[src/rtl/boolean_arb_pkg.sv]
// -----------------------------------------------------------------------------
// boolean_arb_pkg
// Shared types and constants for the boolean_arbiter slice.
//   state_t      : output register state (IDLE = nothing held, HOLD = result held)
//   ALUFN_*      : common alufn_sig truth-table codes (fn is passed through as-is)
//   CNT_W        : width of the optional grant counters
// -----------------------------------------------------------------------------
package boolean_arb_pkg;

  typedef enum logic {
    IDLE = 1'b0,
    HOLD = 1'b1
  } state_t;

  localparam logic [3:0] ALUFN_AND = 4'b1000;
  localparam logic [3:0] ALUFN_XOR = 4'b0110;
  localparam logic [3:0] ALUFN_OR  = 4'b1110;

  localparam int CNT_W = 16;

endpackage

[src/rtl/boolean_arbiter_if.sv]
// -----------------------------------------------------------------------------
// boolean_arbiter_if
// Bundles the two request channels and the single response channel.
//   req0_* / req1_* : valid/ready request channels (a, b operands, 4-bit fn)
//   out_*           : valid/ready response channel (data + requester id)
// Modports:
//   master : requester/consumer side (drives requests, accepts responses)
//   slave  : arbiter side
// -----------------------------------------------------------------------------
interface boolean_arbiter_if #(
  parameter int WIDTH = 32
);

  logic             req0_valid;
  logic             req0_ready;
  logic [WIDTH-1:0] req0_a;
  logic [WIDTH-1:0] req0_b;
  logic [3:0]       req0_fn;

  logic             req1_valid;
  logic             req1_ready;
  logic [WIDTH-1:0] req1_a;
  logic [WIDTH-1:0] req1_b;
  logic [3:0]       req1_fn;

  logic             out_valid;
  logic             out_ready;
  logic [WIDTH-1:0] out_data;
  logic             out_id;

  modport master (
    output req0_valid, req0_a, req0_b, req0_fn,
    input  req0_ready,
    output req1_valid, req1_a, req1_b, req1_fn,
    input  req1_ready,
    input  out_valid, out_data, out_id,
    output out_ready
  );

  modport slave (
    input  req0_valid, req0_a, req0_b, req0_fn,
    output req0_ready,
    input  req1_valid, req1_a, req1_b, req1_fn,
    output req1_ready,
    output out_valid, out_data, out_id,
    input  out_ready
  );

endinterface

[src/rtl/boolean_unit.sv]
// -----------------------------------------------------------------------------
// boolean_unit
// Bitwise boolean function of two operands selected by a 4-bit truth table.
// For every bit i: y[i] = alufn_sig[{b[i], a[i]}], so 1000 = AND,
// 0110 = XOR, 1110 = OR, 1010 = pass A.
// Ports:
//   a, b      in  WIDTH  operands
//   alufn_sig in  4      truth-table code
//   y         out WIDTH  result (purely combinational)
// -----------------------------------------------------------------------------
module boolean_unit #(
  parameter int WIDTH = 32
) (
  input  logic [WIDTH-1:0] a,
  input  logic [WIDTH-1:0] b,
  input  logic [3:0]       alufn_sig,
  output logic [WIDTH-1:0] y
);

  always_comb begin
    // NOTE: every variable written in a combinational block gets a default
    // first, so no path through the block can infer a latch.
    y = '0;
    for (int i = 0; i < WIDTH; i++) begin
      y[i] = alufn_sig[{b[i], a[i]}];
    end
  end

endmodule

[src/rtl/boolean_arbiter.sv]
// -----------------------------------------------------------------------------
// boolean_arbiter
// Shares one boolean_unit between two requesters with round-robin arbitration.
// A granted request is evaluated in the grant cycle and its result registered
// onto the response channel, tagged with the requester id.
// Ports:
//   clk        in   system clock, rising edge
//   rst        in   asynchronous, active-high reset
//   bus        slave modport of boolean_arbiter_if (requests + response)
//   grant_cnt0 out  saturating handshake count, requester 0 (stats build only)
//   grant_cnt1 out  saturating handshake count, requester 1 (stats build only)
// Configuration:
//   BOOLEAN_ARB_STATS_EN  adds the grant counters; arbitration is unchanged.
// -----------------------------------------------------------------------------
module boolean_arbiter
  import boolean_arb_pkg::*;
#(
  parameter int WIDTH = 32
) (
  input  logic                  clk,
  input  logic                  rst,
  boolean_arbiter_if.slave      bus
`ifdef BOOLEAN_ARB_STATS_EN
  ,
  output logic [CNT_W-1:0]      grant_cnt0,
  output logic [CNT_W-1:0]      grant_cnt1
`endif
);

  state_t           state;
  logic             last_grant;
  logic [WIDTH-1:0] data_q;
  logic             id_q;

  logic             can_accept;
  logic             grant_any;
  logic             grant_id;
  logic [WIDTH-1:0] mux_a;
  logic [WIDTH-1:0] mux_b;
  logic [3:0]       mux_fn;
  logic [WIDTH-1:0] unit_y;

  // Grant decision. The output slot is free when nothing is held or the held
  // result leaves this cycle. rst gates the readies because the state register
  // already reads IDLE during reset and would otherwise look free.
  always_comb begin
    can_accept = 1'b0;
    grant_any  = 1'b0;
    grant_id   = 1'b0;
    mux_a      = '0;
    mux_b      = '0;
    mux_fn     = '0;

    can_accept = !rst && ((state == IDLE) || bus.out_ready);
    grant_any  = can_accept && (bus.req0_valid || bus.req1_valid);

    // On a tie the requester that did not win last time goes; otherwise the
    // single valid requester wins (req1_valid doubles as its id).
    if (bus.req0_valid && bus.req1_valid) grant_id = ~last_grant;
    else                                  grant_id = bus.req1_valid;

    if (grant_id) begin
      mux_a  = bus.req1_a;
      mux_b  = bus.req1_b;
      mux_fn = bus.req1_fn;
    end else begin
      mux_a  = bus.req0_a;
      mux_b  = bus.req0_b;
      mux_fn = bus.req0_fn;
    end
  end

  boolean_unit #(.WIDTH(WIDTH)) u_boolean_unit (
    .a         (mux_a),
    .b         (mux_b),
    .alufn_sig (mux_fn),
    .y         (unit_y)
  );

  assign bus.req0_ready = grant_any && !grant_id;
  assign bus.req1_ready = grant_any &&  grant_id;
  assign bus.out_valid  = (state == HOLD);
  assign bus.out_data   = data_q;
  assign bus.out_id     = id_q;

  // Output FSM. last_grant resets to 1 so requester 0 wins the first tie.
  always_ff @(posedge clk or posedge rst) begin
    if (rst) begin
      state      <= IDLE;
      data_q     <= '0;
      id_q       <= 1'b0;
      last_grant <= 1'b1;
    end else begin
      // NOTE: sequential state is written with non-blocking assignments only,
      // so every register samples the pre-edge value of every other one.
      case (state)
        IDLE: begin
          if (grant_any) begin
            data_q     <= unit_y;
            id_q       <= grant_id;
            last_grant <= grant_id;
            state      <= HOLD;
          end
        end
        HOLD: begin
          // grant_any already implies out_ready here, so a grant replaces the
          // departing result back-to-back.
          if (grant_any) begin
            data_q     <= unit_y;
            id_q       <= grant_id;
            last_grant <= grant_id;
          end else if (bus.out_ready) begin
            state      <= IDLE;
          end
        end
        default: state <= IDLE;
      endcase
    end
  end

`ifdef BOOLEAN_ARB_STATS_EN
  // Handshake counters, saturating at all ones.
  always_ff @(posedge clk or posedge rst) begin
    if (rst) begin
      grant_cnt0 <= '0;
      grant_cnt1 <= '0;
    end else begin
      if (bus.req0_ready && (grant_cnt0 != '1)) grant_cnt0 <= grant_cnt0 + CNT_W'(1);
      if (bus.req1_ready && (grant_cnt1 != '1)) grant_cnt1 <= grant_cnt1 + CNT_W'(1);
    end
  end
`endif

endmodule

[src/flat_wrapper.sv]
// flat-port wrapper written by rule: the top's interface ports become plain ports
module boolean_arbiter_flat import boolean_arb_pkg::*;
#(
  parameter int WIDTH = 32
)
  (clk, rst, bus_req0_valid, bus_req0_a, bus_req0_b, bus_req0_fn, bus_req0_ready, bus_req1_valid, bus_req1_a, bus_req1_b, bus_req1_fn, bus_req1_ready, bus_out_valid, bus_out_data, bus_out_id, bus_out_ready);
  boolean_arbiter_if #(.WIDTH(WIDTH)) bus_i ();
  input  logic clk;
  input  logic rst;
  input wire logic [$bits(bus_i.req0_valid)-1:0] bus_req0_valid;
  input wire logic [$bits(bus_i.req0_a)-1:0] bus_req0_a;
  input wire logic [$bits(bus_i.req0_b)-1:0] bus_req0_b;
  input wire logic [$bits(bus_i.req0_fn)-1:0] bus_req0_fn;
  output wire logic [$bits(bus_i.req0_ready)-1:0] bus_req0_ready;
  input wire logic [$bits(bus_i.req1_valid)-1:0] bus_req1_valid;
  input wire logic [$bits(bus_i.req1_a)-1:0] bus_req1_a;
  input wire logic [$bits(bus_i.req1_b)-1:0] bus_req1_b;
  input wire logic [$bits(bus_i.req1_fn)-1:0] bus_req1_fn;
  output wire logic [$bits(bus_i.req1_ready)-1:0] bus_req1_ready;
  output wire logic [$bits(bus_i.out_valid)-1:0] bus_out_valid;
  output wire logic [$bits(bus_i.out_data)-1:0] bus_out_data;
  output wire logic [$bits(bus_i.out_id)-1:0] bus_out_id;
  input wire logic [$bits(bus_i.out_ready)-1:0] bus_out_ready;
  assign bus_i.req0_valid = bus_req0_valid;
  assign bus_i.req0_a = bus_req0_a;
  assign bus_i.req0_b = bus_req0_b;
  assign bus_i.req0_fn = bus_req0_fn;
  assign bus_req0_ready = bus_i.req0_ready;
  assign bus_i.req1_valid = bus_req1_valid;
  assign bus_i.req1_a = bus_req1_a;
  assign bus_i.req1_b = bus_req1_b;
  assign bus_i.req1_fn = bus_req1_fn;
  assign bus_req1_ready = bus_i.req1_ready;
  assign bus_out_valid = bus_i.out_valid;
  assign bus_out_data = bus_i.out_data;
  assign bus_out_id = bus_i.out_id;
  assign bus_i.out_ready = bus_out_ready;
  boolean_arbiter #(.WIDTH(WIDTH)) u_core (.clk(clk), .rst(rst), .bus(bus_i));
endmodule
[config.mk]
export PLATFORM = sky130hd
export DESIGN_NAME = boolean_arbiter_flat
export DESIGN_NICKNAME = d
export VERILOG_FILES = /design/src/rtl/boolean_arb_pkg.sv /design/src/rtl/boolean_arbiter_if.sv /design/src/rtl/boolean_unit.sv /design/src/rtl/boolean_arbiter.sv /design/src/flat_wrapper.sv
export SDC_FILE = /design/constraint.sdc
export NUM_CORES = 1
export LEC_CHECK = 0
export ABC_AREA = 0
export ABC_CLOCK_PERIOD_IN_PS = 1800
export CORE_AREA = 2 2 98 100
export CTS_BUF_LIST = sky130_fd_sc_hd__clkbuf_16
export CTS_CLUSTER_SIZE = 14
export DETAILED_ROUTE_END_ITERATION = 8
export DIE_AREA = 0 0 100 102
export GPL_TIMING_DRIVEN = 0
export PLACE_DENSITY = 0.77
export SLEW_MARGIN = 0
export SYNTH_ARGS = -nofsm -noshare
export SYNTH_HDL_FRONTEND = slang
export SYNTH_SLANG_ARGS = --single-unit
[constraint.sdc]
create_clock -name clk -period 1.8 [get_ports clk]
set_input_delay 0.18 -clock clk [delete_from_list [all_inputs] [get_ports clk]]
set_output_delay 0.18 -clock clk [all_outputs]
set_load 0.02 [all_outputs]
==> impl_metrics.toml, run 1 <==
[route]
wl_per_cell_um = 21.5
routed_wl_um = 11100
viasPerCell = 5.86
antenna_left = 0
drt_iter0_markers = 99
vias = 3029
drc = 0
firstDrtPassIters = 4

[placement]
io_buffers = 176
dp_hpwl_um = 8760
pre_cts_ws_ns = -0.603
gp_congestion = 0.826

[power]
total_power_mw = 3.53
p_sw_share_pct = 30.7
pwr-share-comb_pct = 46.9
cellPowerDensity_nw_per_um2 = 659
pwr-share-clk_pct = 22.8
vdd_drop_max_v = 0.000347
p_switching_mw = 1.09
seq_power_share_pct = 30.3
leakagePower_nw = 1.91
power.internal_mw = 2.45

[timing]
finalHoldViolCount = 0
worst_clock_skew_ns = 0.00435
fin_setup_tns_ns = 0
tightest_slew_ns = 0.772
setup_viol = 0
max_clock_freq_ghz = 0.570
slew_headroom_pct = 48.4
slew_viol_final = 0
min_period_over_period_pct = 97.4
rsz0062_at_grt = "true"
fin_hold_ws_ns = 0.476
setup_ws_ns = 0.0470
final.min_clock_period_ns = 1.75

[clock_tree]
clock_latency_ns = 0.27
ctsHtreeMaxLevel = 2
root_buffer = "clkbuf_16"
hold_buffers = 0
cts_sinks = 35
cts_buffers = 5
clk_pin_slew_ns = 0.05
tritoncts = "yes"
cts.path.max_buffers = 2

[synthesis]
ys_top_cells_by_count = "mux4_2, clkbuf_1, dfrtp_1, or4_1, o221a_1"
ys_types = 21
yosysSeqAreaShare_pct = 27.1
synth_nets = 359
yosys-top-cells-area = "mux4_2, dfrtp_1, o221a_1"
synthFlopType = "dfrtp_1"
yosys_warnings = 0
async_flop_share_pct = 100
synth_top_cell_area_share_pct = 38.2
synth_edf_count = 0
synth_cells = 218
syn_area_per_cell_sq_um = 14.9
yosysTopAreaCell = "mux4_2"
netlist_area_sq_um = 3240
synth.most_common_cell = "mux4_2"
synth-seq-cells = 35

[global_route]
antenna_found_initial = 0
grt_pass1_vias = 3291
grt_max_degree = 36
grt_overflow = 0
grtUsageTotal_pct = 21.9
grt_pass1_wl_um = 17200

[final_layout]
drive_gt1_share_pct = 22.7
final_util_pct = 58.8
nNetsFinal = 546
syn2layout_area_growth_pct = 65.3
fill_cells = 775
num_antenna_cells = 0

[die]
io_pins = 177
die_h_um = 102
die-width_um = 100
std_cell_rows = 35
start_util_pct = 35.6
die_area_sq_um = 10200
core_sq_um = 9110

[setup_path]
worstPathMaxFanout = 3
cp-end-kind = "output pin"
timing.rr.start = "u_core.last_grant"
timing.critical_path.from = "u_core.last_grant"
cp-start-kind = "register"
crit_type = "reg2out"
arrival_ns = 1.57
required_ns = 1.62

[min_path]
worstHoldStart = "u_core.bus.out_id"
hold_path_class = "reg2reg"

[run_status]
status = "finished, final reports clean"

[flow_run]
max_cap_violations = 0
==> logic make-up after synthesis <==
group	after synthesis	synth area share (%)
AOI/OAI and AO/OA	36	12.1
buffers and inverters	44	6.25
DFF	35	27.1
muxes	64	45.5
and+or+nand+nor	39	9.11
==> layout by cell type (no fill, tap or decap), drive strengths merged <==
master         instances
a21bo                  1
or4                   31
clkbuf                42
mux4                  64
dlygate4sd2            4
a221o                  1
a21o                   2
nor2                   1
dfrtp                 34
or4b                   1
or3                    1
o221a                 31
o21bai                 1
inv                    3
clkinvlp               1
dfstp                  1
buf                   11
clkinv                 1
nor4b                  1
clkdlybuf4s50        170
nor2b                  2
nor3                   2
==> power groups by stage <==
stage	Combinational [mW]	Clock (mW)	Sequential, mW
6_report	1.66	0.804	1.07
3_5_place_dp	1.65	0	1.08
4_1_cts	1.66	0.816	1.07
5_1_grt	1.76	0.855	1.09
2_1_floorplan	0.590	0	1.27
3_3_place_gp	1.62	0	1.07
==> critical path: stages, from the launching register on <==
cell and delay (ns):
dfstp_2 0.54, nor2b_1 0.05, or4b_4 0.53, inv_4 0.08, buf_6 0.11
==> path summary, 6_finish.rpt <==
check	endpoint	slack, ns	depth (start not counted)
hold / removal	u_core.bus.out_id	0.48	1
hold reg to reg	u_core.bus.out_id	0.48	1
max in group asynchronous	u_core.bus.out_data[17]	0.52	4
setup reg to reg	u_core.bus.out_data[2]	0.05	5
setup / recovery	bus_req0_ready	0.05	4
min in group asynchronous	u_core.bus.out_data[4]	0.85	4
==> routing by layer <==
layer | track usage (%) | share of wire, % | up-vias
met5 | 0 | 0 | -
met4 | 4.53 | 1.2 | 0
met3 | 4.99 | 7.1 | 10
met2 | 39.2 | 51 | 134
met1 | 27.5 | 41 | 1521
li1 | - | - | 1364
==> metrics by stage <==
step	std cells	area [sq um]
6_report	517	5360
5_1_grt	517	5360
4_1_cts	513	5310
3_5_place_dp	505	5140
3_3_place_gp	505	5140
2_1_floorplan	218	3240
==> state kept, by name (all words and copies together) (netlist names) <==
name / count
u_core.bus.out_id: 1
u_core.bus.out_valid: 1
u_core.bus.out_data: 32
u_core.last_grant: 1
==> what timing repair did <==
action                                  CTS  global route
endpoints found under the setup margin   65            32
gates resized for setup                  33             6
cloned                                    0             0
hold endpoints to repair                  0             0
buffers inserted                          0             6
pin swaps                                 1             4
==> cell type report <==
type	instances	area, sq um	share of cell area (%)
multi-input combinational	139	2180	40.7
timing repair buffer	182	1810	33.8
sequential	35	877	16.4
buffer	40	199	3.71
tap	111	139	2.59
clock buffer	5	125	2.34
inverter	2	13.8	0.257
clock inverter	3	12.5	0.234
No activity file was read; power rests on OpenSTA's default activity.
==> run 2, diff against run 1 <==
--- a/config.mk
+++ b/config.mk
@@ -13,7 +13,8 @@
 export DETAILED_ROUTE_END_ITERATION = 8
 export DIE_AREA = 0 0 100 102
 export GPL_TIMING_DRIVEN = 0
-export PLACE_DENSITY = 0.77
+export HOLD_SLACK_MARGIN = 0.05
+export PLACE_DENSITY = 0.82
 export SLEW_MARGIN = 0
 export SYNTH_ARGS = -nofsm -noshare
 export SYNTH_HDL_FRONTEND = slang
==> run 2 against run 1 <==
Effect of this change: maximum frequency fell by 1.9%; clock skew barely moved; largest cell class unchanged; non-clock buffer count fell by 3; critical endpoint unchanged; hold slack gained 0.0069 ns; setup slack worse by 0.034 ns; utilization down 0.21 points; register-to-register slack better by 0.05 ns; highest routed layer unchanged; global-route usage down 0.38 points; clock power hardly changed.
==> impl_metrics.toml, run 2 (same netlist as run 1, synthesis figures left out) <==
[timing]
final.min_clock_period_ns = 1.79
tightest_slew_ns = 0.783
max_clock_freq_ghz = 0.560
worst_clock_skew_ns = 0.00471
finalHoldViolCount = 0
slew_headroom_pct = 47.7
setup_ws_ns = 0.0129
setup_viol = 0
min_period_over_period_pct = 99.3
fin_setup_tns_ns = 0
slew_viol_final = 0
rsz0062_at_grt = "true"

[clock_tree]
cts_sinks = 35
ctsHtreeMaxLevel = 2
cts_buffers = 5
clk_pin_slew_ns = 0.05
root_buffer = "clkbuf_16"
cts.path.max_buffers = 2
tritoncts = "yes"
clock_latency_ns = 0.27

[die]
io_pins = 177
start_util_pct = 35.6
die-width_um = 100
die_h_um = 102
std_cell_rows = 35
die_area_sq_um = 10200
core_sq_um = 9110

[global_route]
grt_max_degree = 36
antenna_found_initial = 0
grt_pass1_wl_um = 16900
grt_overflow = 0
grtUsageTotal_pct = 21.5
grt_pass1_vias = 3223

[setup_path]
timing.critical_path.from = "u_core.last_grant"
cp-end-kind = "output pin"
crit_type = "reg2out"
worstPathMaxFanout = 5
arrival_ns = 1.61
timing.rr.start = "u_core.bus.out_valid"
required_ns = 1.62
cp-start-kind = "register"

[placement]
dp_hpwl_um = 8790
gp_congestion = 0.852
placed_area_sq_um = 5140
io_buffers = 176
pre_cts_ws_ns = -0.626

[power]
vdd_drop_max_v = 0.000304
p_switching_mw = 1.08
total_power_mw = 3.52
seq_power_share_pct = 30.1
pwr-share-comb_pct = 47.1
power.internal_mw = 2.44
p_sw_share_pct = 30.6
cellPowerDensity_nw_per_um2 = 660
pwr-share-clk_pct = 22.8
leakagePower_nw = 1.91

[min_path]
worstHoldStart = "u_core.bus.out_id"
hold_path_class = "reg2reg"

[route]
antenna_left = 0
viasPerCell = 5.95
vias = 3051
routed_wl_um = 11000
drt_iter0_markers = 124
firstDrtPassIters = 5
wl_per_cell_um = 21.5
drc = 0

[final_layout]
final_util_pct = 58.6
syn2layout_area_growth_pct = 64.7
largest_register_ffs = 32
fill_cells = 759
layout_commonest_cell = "clkdlybuf4s50_1"
multi_input_area_sq_um = 2180
final_cell_mix = "clkdlybuf4s50_1, mux4_2, dfrtp_1, or4_1, o221a_1"
nNetsFinal = 543
num_antenna_cells = 0
post-route-cell-area_sq_um = 5340
regArea_sq_um = 877
drive_gt1_share_pct = 23.1

[run_status]
status = "finished, final reports clean"

[flow_run]
max_cap_violations = 0
## run 2: per-layer routing
layer	GRT usage [%]	vias up	share of wire [%]
li1	-	1355	-
met1	26.5	1536	39
met2	38.3	145	51
met3	4.65	15	7.8
met4	6.32	0	1.8
met5	0	-	0
## run 2: final timing paths
check | to | slack, ns | cells after the start
min in group asynchronous | u_core.bus.out_data[2] | 0.89 | 4
setup / recovery | bus_req0_ready | 0.01 | 4
max in group asynchronous | u_core.bus.out_data[27] | 0.47 | 4
setup reg to reg | u_core.bus.out_data[4] | 0.10 | 5
hold / removal | u_core.bus.out_id | 0.48 | 1
hold reg to reg | u_core.bus.out_id | 0.48 | 1
## run 2: power by group through the flow
stage | Clock, mW | Combinational (mW) | Sequential [mW]
finish | 0.803 | 1.66 | 1.06
global route | 0.848 | 1.76 | 1.08
CTS | 0.816 | 1.65 | 1.06
detailed placement | 0 | 1.65 | 1.08
global placement | 0 | 1.62 | 1.07
floorplan | 0 | 0.590 | 1.27
## run 2: what timing repair did
item                       in CTS  in global routing
setup buffers                   0                  3
resized for setup              28                 20
setup endpoints to repair      67                 32
hold endpoints to repair        0                  0
pin swaps                       1                  1
hold buffers                    0                  0
## run 2: per-stage QoR
| stage | std cells | hold slack [ns] |
|---|---|---|
| 2_1_floorplan | 218 | 0.350 |
| 3_3_place_gp | 505 | 0.465 |
| 3_5_place_dp | 505 | 0.477 |
| 4_1_cts | 512 | 0.489 |
| 5_1_grt | 513 | 0.511 |
| 6_report | 513 | 0.483 |
## run 2: cell type report
| type | instances | share of cell area [%] |
|---|---|---|
| Clock inverter | 2 | 0.164 |
| Multi-Input combinational cell | 139 | 40.8 |
| Inverter | 2 | 0.258 |
| Clock buffer | 5 | 2.34 |
| Timing Repair Buffer | 179 | 33.7 |
| Sequential cell | 35 | 16.4 |
| Buffer | 40 | 3.73 |
| Tap cell | 111 | 2.60 |
## run 2: worst max-delay path: stages (launching register included)
cell	delay (ns)
dfstp_2	0.53
nor2b_1	0.05
or4b_4	0.56
inv_4	0.09
buf_6	0.11
==> run 3, diff against run 2 <==
--- a/config.mk
+++ b/config.mk
@@ -7,15 +7,16 @@
 export LEC_CHECK = 0
 export ABC_AREA = 0
 export ABC_CLOCK_PERIOD_IN_PS = 1800
-export CORE_AREA = 2 2 98 100
+export CORE_AREA = 2 2 96 98
 export CTS_BUF_LIST = sky130_fd_sc_hd__clkbuf_16
 export CTS_CLUSTER_SIZE = 14
 export DETAILED_ROUTE_END_ITERATION = 8
-export DIE_AREA = 0 0 100 102
+export DIE_AREA = 0 0 98 100
 export GPL_TIMING_DRIVEN = 0
 export HOLD_SLACK_MARGIN = 0.05
-export PLACE_DENSITY = 0.82
+export PLACE_DENSITY = 0.86
 export SLEW_MARGIN = 0
 export SYNTH_ARGS = -nofsm -noshare
 export SYNTH_HDL_FRONTEND = slang
+export SYNTH_HIERARCHICAL = 1
 export SYNTH_SLANG_ARGS = --single-unit
==> run 3 against run 2 <==
Effect of this change: via count decreased by 14%; flip-flop and latch count unchanged; non-clock buffer count decreased by 3; setup slack got worse by 0.40 ns; the run now ends with setup timing left; design area increased by 1.5%; synthesized area decreased by 7.5%; global-route usage decreased by 0.77 points; final cell count unchanged; combinational power increased by 49%; clock skew decreased by 0.00071 ns.
==> impl_metrics.toml, run 3 <==
[global_route]
grt_overflow = 0
grt_pass1_wl_um = 15600
met2_usage_pct = 39.8
grt_pass1_vias = 2945
met3_usage_pct = 4.39
use_met1_pct = 24.1
grt_max_degree = 36
grtUsageTotal_pct = 20.7
antenna_found_initial = 0
top_usage_layer = "met2"

[die]
core_sq_um = 8890
die_area_sq_um = 9800
io_pins = 177
die-width_um = 98
std_cell_rows = 35
start_util_pct = 33.7
die_h_um = 100

[run_status]
status = "complete, but fails checks"
violations = "setup timing"

[synthesis]
synth_cells = 201
synth_edf_count = 0
yosys-top-cells-area = "mux2_2, dfrtp_1, mux4_2"
synth-seq-cells = 35
yosys_warnings = 6
synthFlopType = "dfrtp_1"
ys_top_cells_by_count = "mux2_2, dfrtp_1, mux4_2, buf_2, buf_6"
synth.most_common_cell = "mux2_2"
netlist_area_sq_um = 3000
yosysSeqAreaShare_pct = 29.3
syn_area_per_cell_sq_um = 14.9
synth_top_cell_area_share_pct = 36.8
async_flop_share_pct = 100
ys_types = 16
synth_nets = 342
yosysTopAreaCell = "mux2_2"

[power]
power.internal_mw = 3.07
total_power_mw = 4.47
seq_power_share_pct = 26.5
cellPowerDensity_nw_per_um2 = 824
p_sw_share_pct = 31.2
p_switching_mw = 1.39
pwr-share-clk_pct = 18.3
vdd_drop_max_v = 0.000448
leakagePower_nw = 2.17
pwr-share-comb_pct = 55.2

[timing]
fin_hold_ws_ns = 0.315
slew_headroom_pct = 45.8
setup_ws_ns = -0.387
rsz0062_at_grt = "true"
finalHoldViolCount = 0
slew_viol_final = 0
setup_viol = 32
tightest_slew_ns = 0.812
worst_clock_skew_ns = 0.00400
final.min_clock_period_ns = 2.19
min_period_over_period_pct = 122
max_clock_freq_ghz = 0.457

[clock_tree]
tritoncts = "yes"
ctsHtreeMaxLevel = 2
cts_buffers = 5
clk_pin_slew_ns = 0.06
hold_buffers = 0
root_buffer = "clkbuf_16"
cts.path.max_buffers = 2
clock_latency_ns = 0.28
cts_sinks = 35

[route]
viasPerCell = 5.10
vias = 2614
routed_wl_um = 10200
wl_per_cell_um = 19.8
firstDrtPassIters = 4
drt_iter0_markers = 31
antenna_left = 0
drc = 0

[setup_path]
r2r_cells = 6
cp-start-kind = "register"
crit_type = "reg2reg"
r2r_slack_ns = -0.39
timing.rr.start = "u_core/last_grant"
path_cells = "a21boi_4 > buf_8 > mux2_4 > clkbuf_16 > mux4_2 > mux2_4"
worstReg2RegEnd = "u_core/bus.out_data[18]"
arrival_ns = 2.35
required_ns = 1.96
slowest_delay_ns = 0.46
cp-end-kind = "register"
worstPathMaxFanout = 6
cp_common_cell = "mux2_4"
slowest_stage = "mux4_2"

[placement]
io_buffers = 176
placed_area_sq_um = 4940
pre_cts_ws_ns = -0.978
gp_congestion = 0.725
dp_hpwl_um = 7350

[min_path]
worstHoldPathCells = 3
holdPathEnd = "u_core/bus.out_valid"
hold_path_class = "in2reg"
worstHoldStart = "bus_req0_valid"

[final_layout]
nNetsFinal = 542
num_antenna_cells = 0
drive_gt1_share_pct = 46.3
post-route-cell-area_sq_um = 5420
final_util_pct = 61.0
syn2layout_area_growth_pct = 80.8
largest_register_ffs = 32
final_cell_mix = "clkdlybuf4s50_1, mux2_2, dfrtp_1, mux4_2, mux2_4"
layout_commonest_cell = "clkdlybuf4s50_1"

[flow_run]
max_cap_violations = 0
==> run 3: cell types whose count changed after synthesis, sizes merged, moves of 2 or more <==
cell	change
clkbuf	-35
mux2	+102
or4	-31
a21o	-2
mux4	-32
buf	+16
o221a	-31
nor3	-2
==> run 3: cell families (layout without fill, tap and decap cells) <==
kind of cell,after synthesis,count (layout),share of synthesized area [%]
AO/OA/AOI/OAI,4,4,1.59
buffers and inverters,26,227,6.39
flip-flops,35,35,29.3
multiplexers,134,134,62.4
AND/OR/NAND/NOR,2,2,0.418
==> run 3: worst max-delay path by stage <==
stage | to | slack, ns | startpoint | depth (start not counted)
2_1_floorplan | u_core/bus.out_data[3] | -0.37 | u_core/last_grant | 7
3_3_place_gp | u_core/bus.out_data[5] | -0.95 | bus_req1_valid | 8
3_5_place_dp | u_core/bus.out_data[18] | -0.98 | bus_req1_valid | 8
4_1_cts | u_core/bus.out_data[18] | -0.45 | u_core/last_grant | 7
5_1_grt | u_core/bus.out_data[18] | -0.44 | u_core/last_grant | 6
6_report | u_core/bus.out_data[18] | -0.39 | u_core/last_grant | 6
==> run 3: layer usage <==
layer  part of all wire [%]  vias up
met3                    5.7        8
met1                     39     1307
met5                      0        -
met2                     55      113
met4                   0.64        0
li1                       -     1186
==> run 3: final cells by class <==
cell class	instances	area, sq um
sequential	35	877
timing repair buffer	194	1920
tap	111	139
multi-input combinational	140	2040
fill	686	3470
inverter	3	11.3
clock inverter	3	11.3
clock buffer	5	125
buffer	22	298
==> run 3: what timing repair did <==
item                                    CTS  global route
endpoints found under the setup margin   34            33
pin swaps                                 0             1
resized for setup                        51            11
setup buffers                             8             7
cloned                                    2             1
==> run 3: per-stage QoR <==
stage / instances / setup TNS, ns
6_report: 513 / -11.49
5_1_grt: 513 / -13.24
4_1_cts: 506 / -13.67
3_5_place_dp: 488 / -30.51
3_3_place_gp: 488 / -33.17
2_1_floorplan: 201 / -11.02
==> run 3: worst max-delay path: cells and delay by family, from the launching register on <==
| family | cells | cell delay (ns) |
|---|---|---|
| AO/OA/AOI/OAI | 1 | 0.26 |
| flip-flops | 1 | 0.38 |
| buffers and inverters | 2 | 0.33 |
| multiplexers | 3 | 1.09 |
==> run 3: power by group through the flow <==
stage          Sequential [mW]  Clock, mW  Combinational [mW]
2_1_floorplan             1.48          0               0.929
3_3_place_gp              1.17          0                2.22
3_5_place_dp              1.18          0                2.26
4_1_cts                   1.18      0.840                2.42
5_1_grt                   1.22      0.877                2.59
6_report                  1.18      0.818                2.47
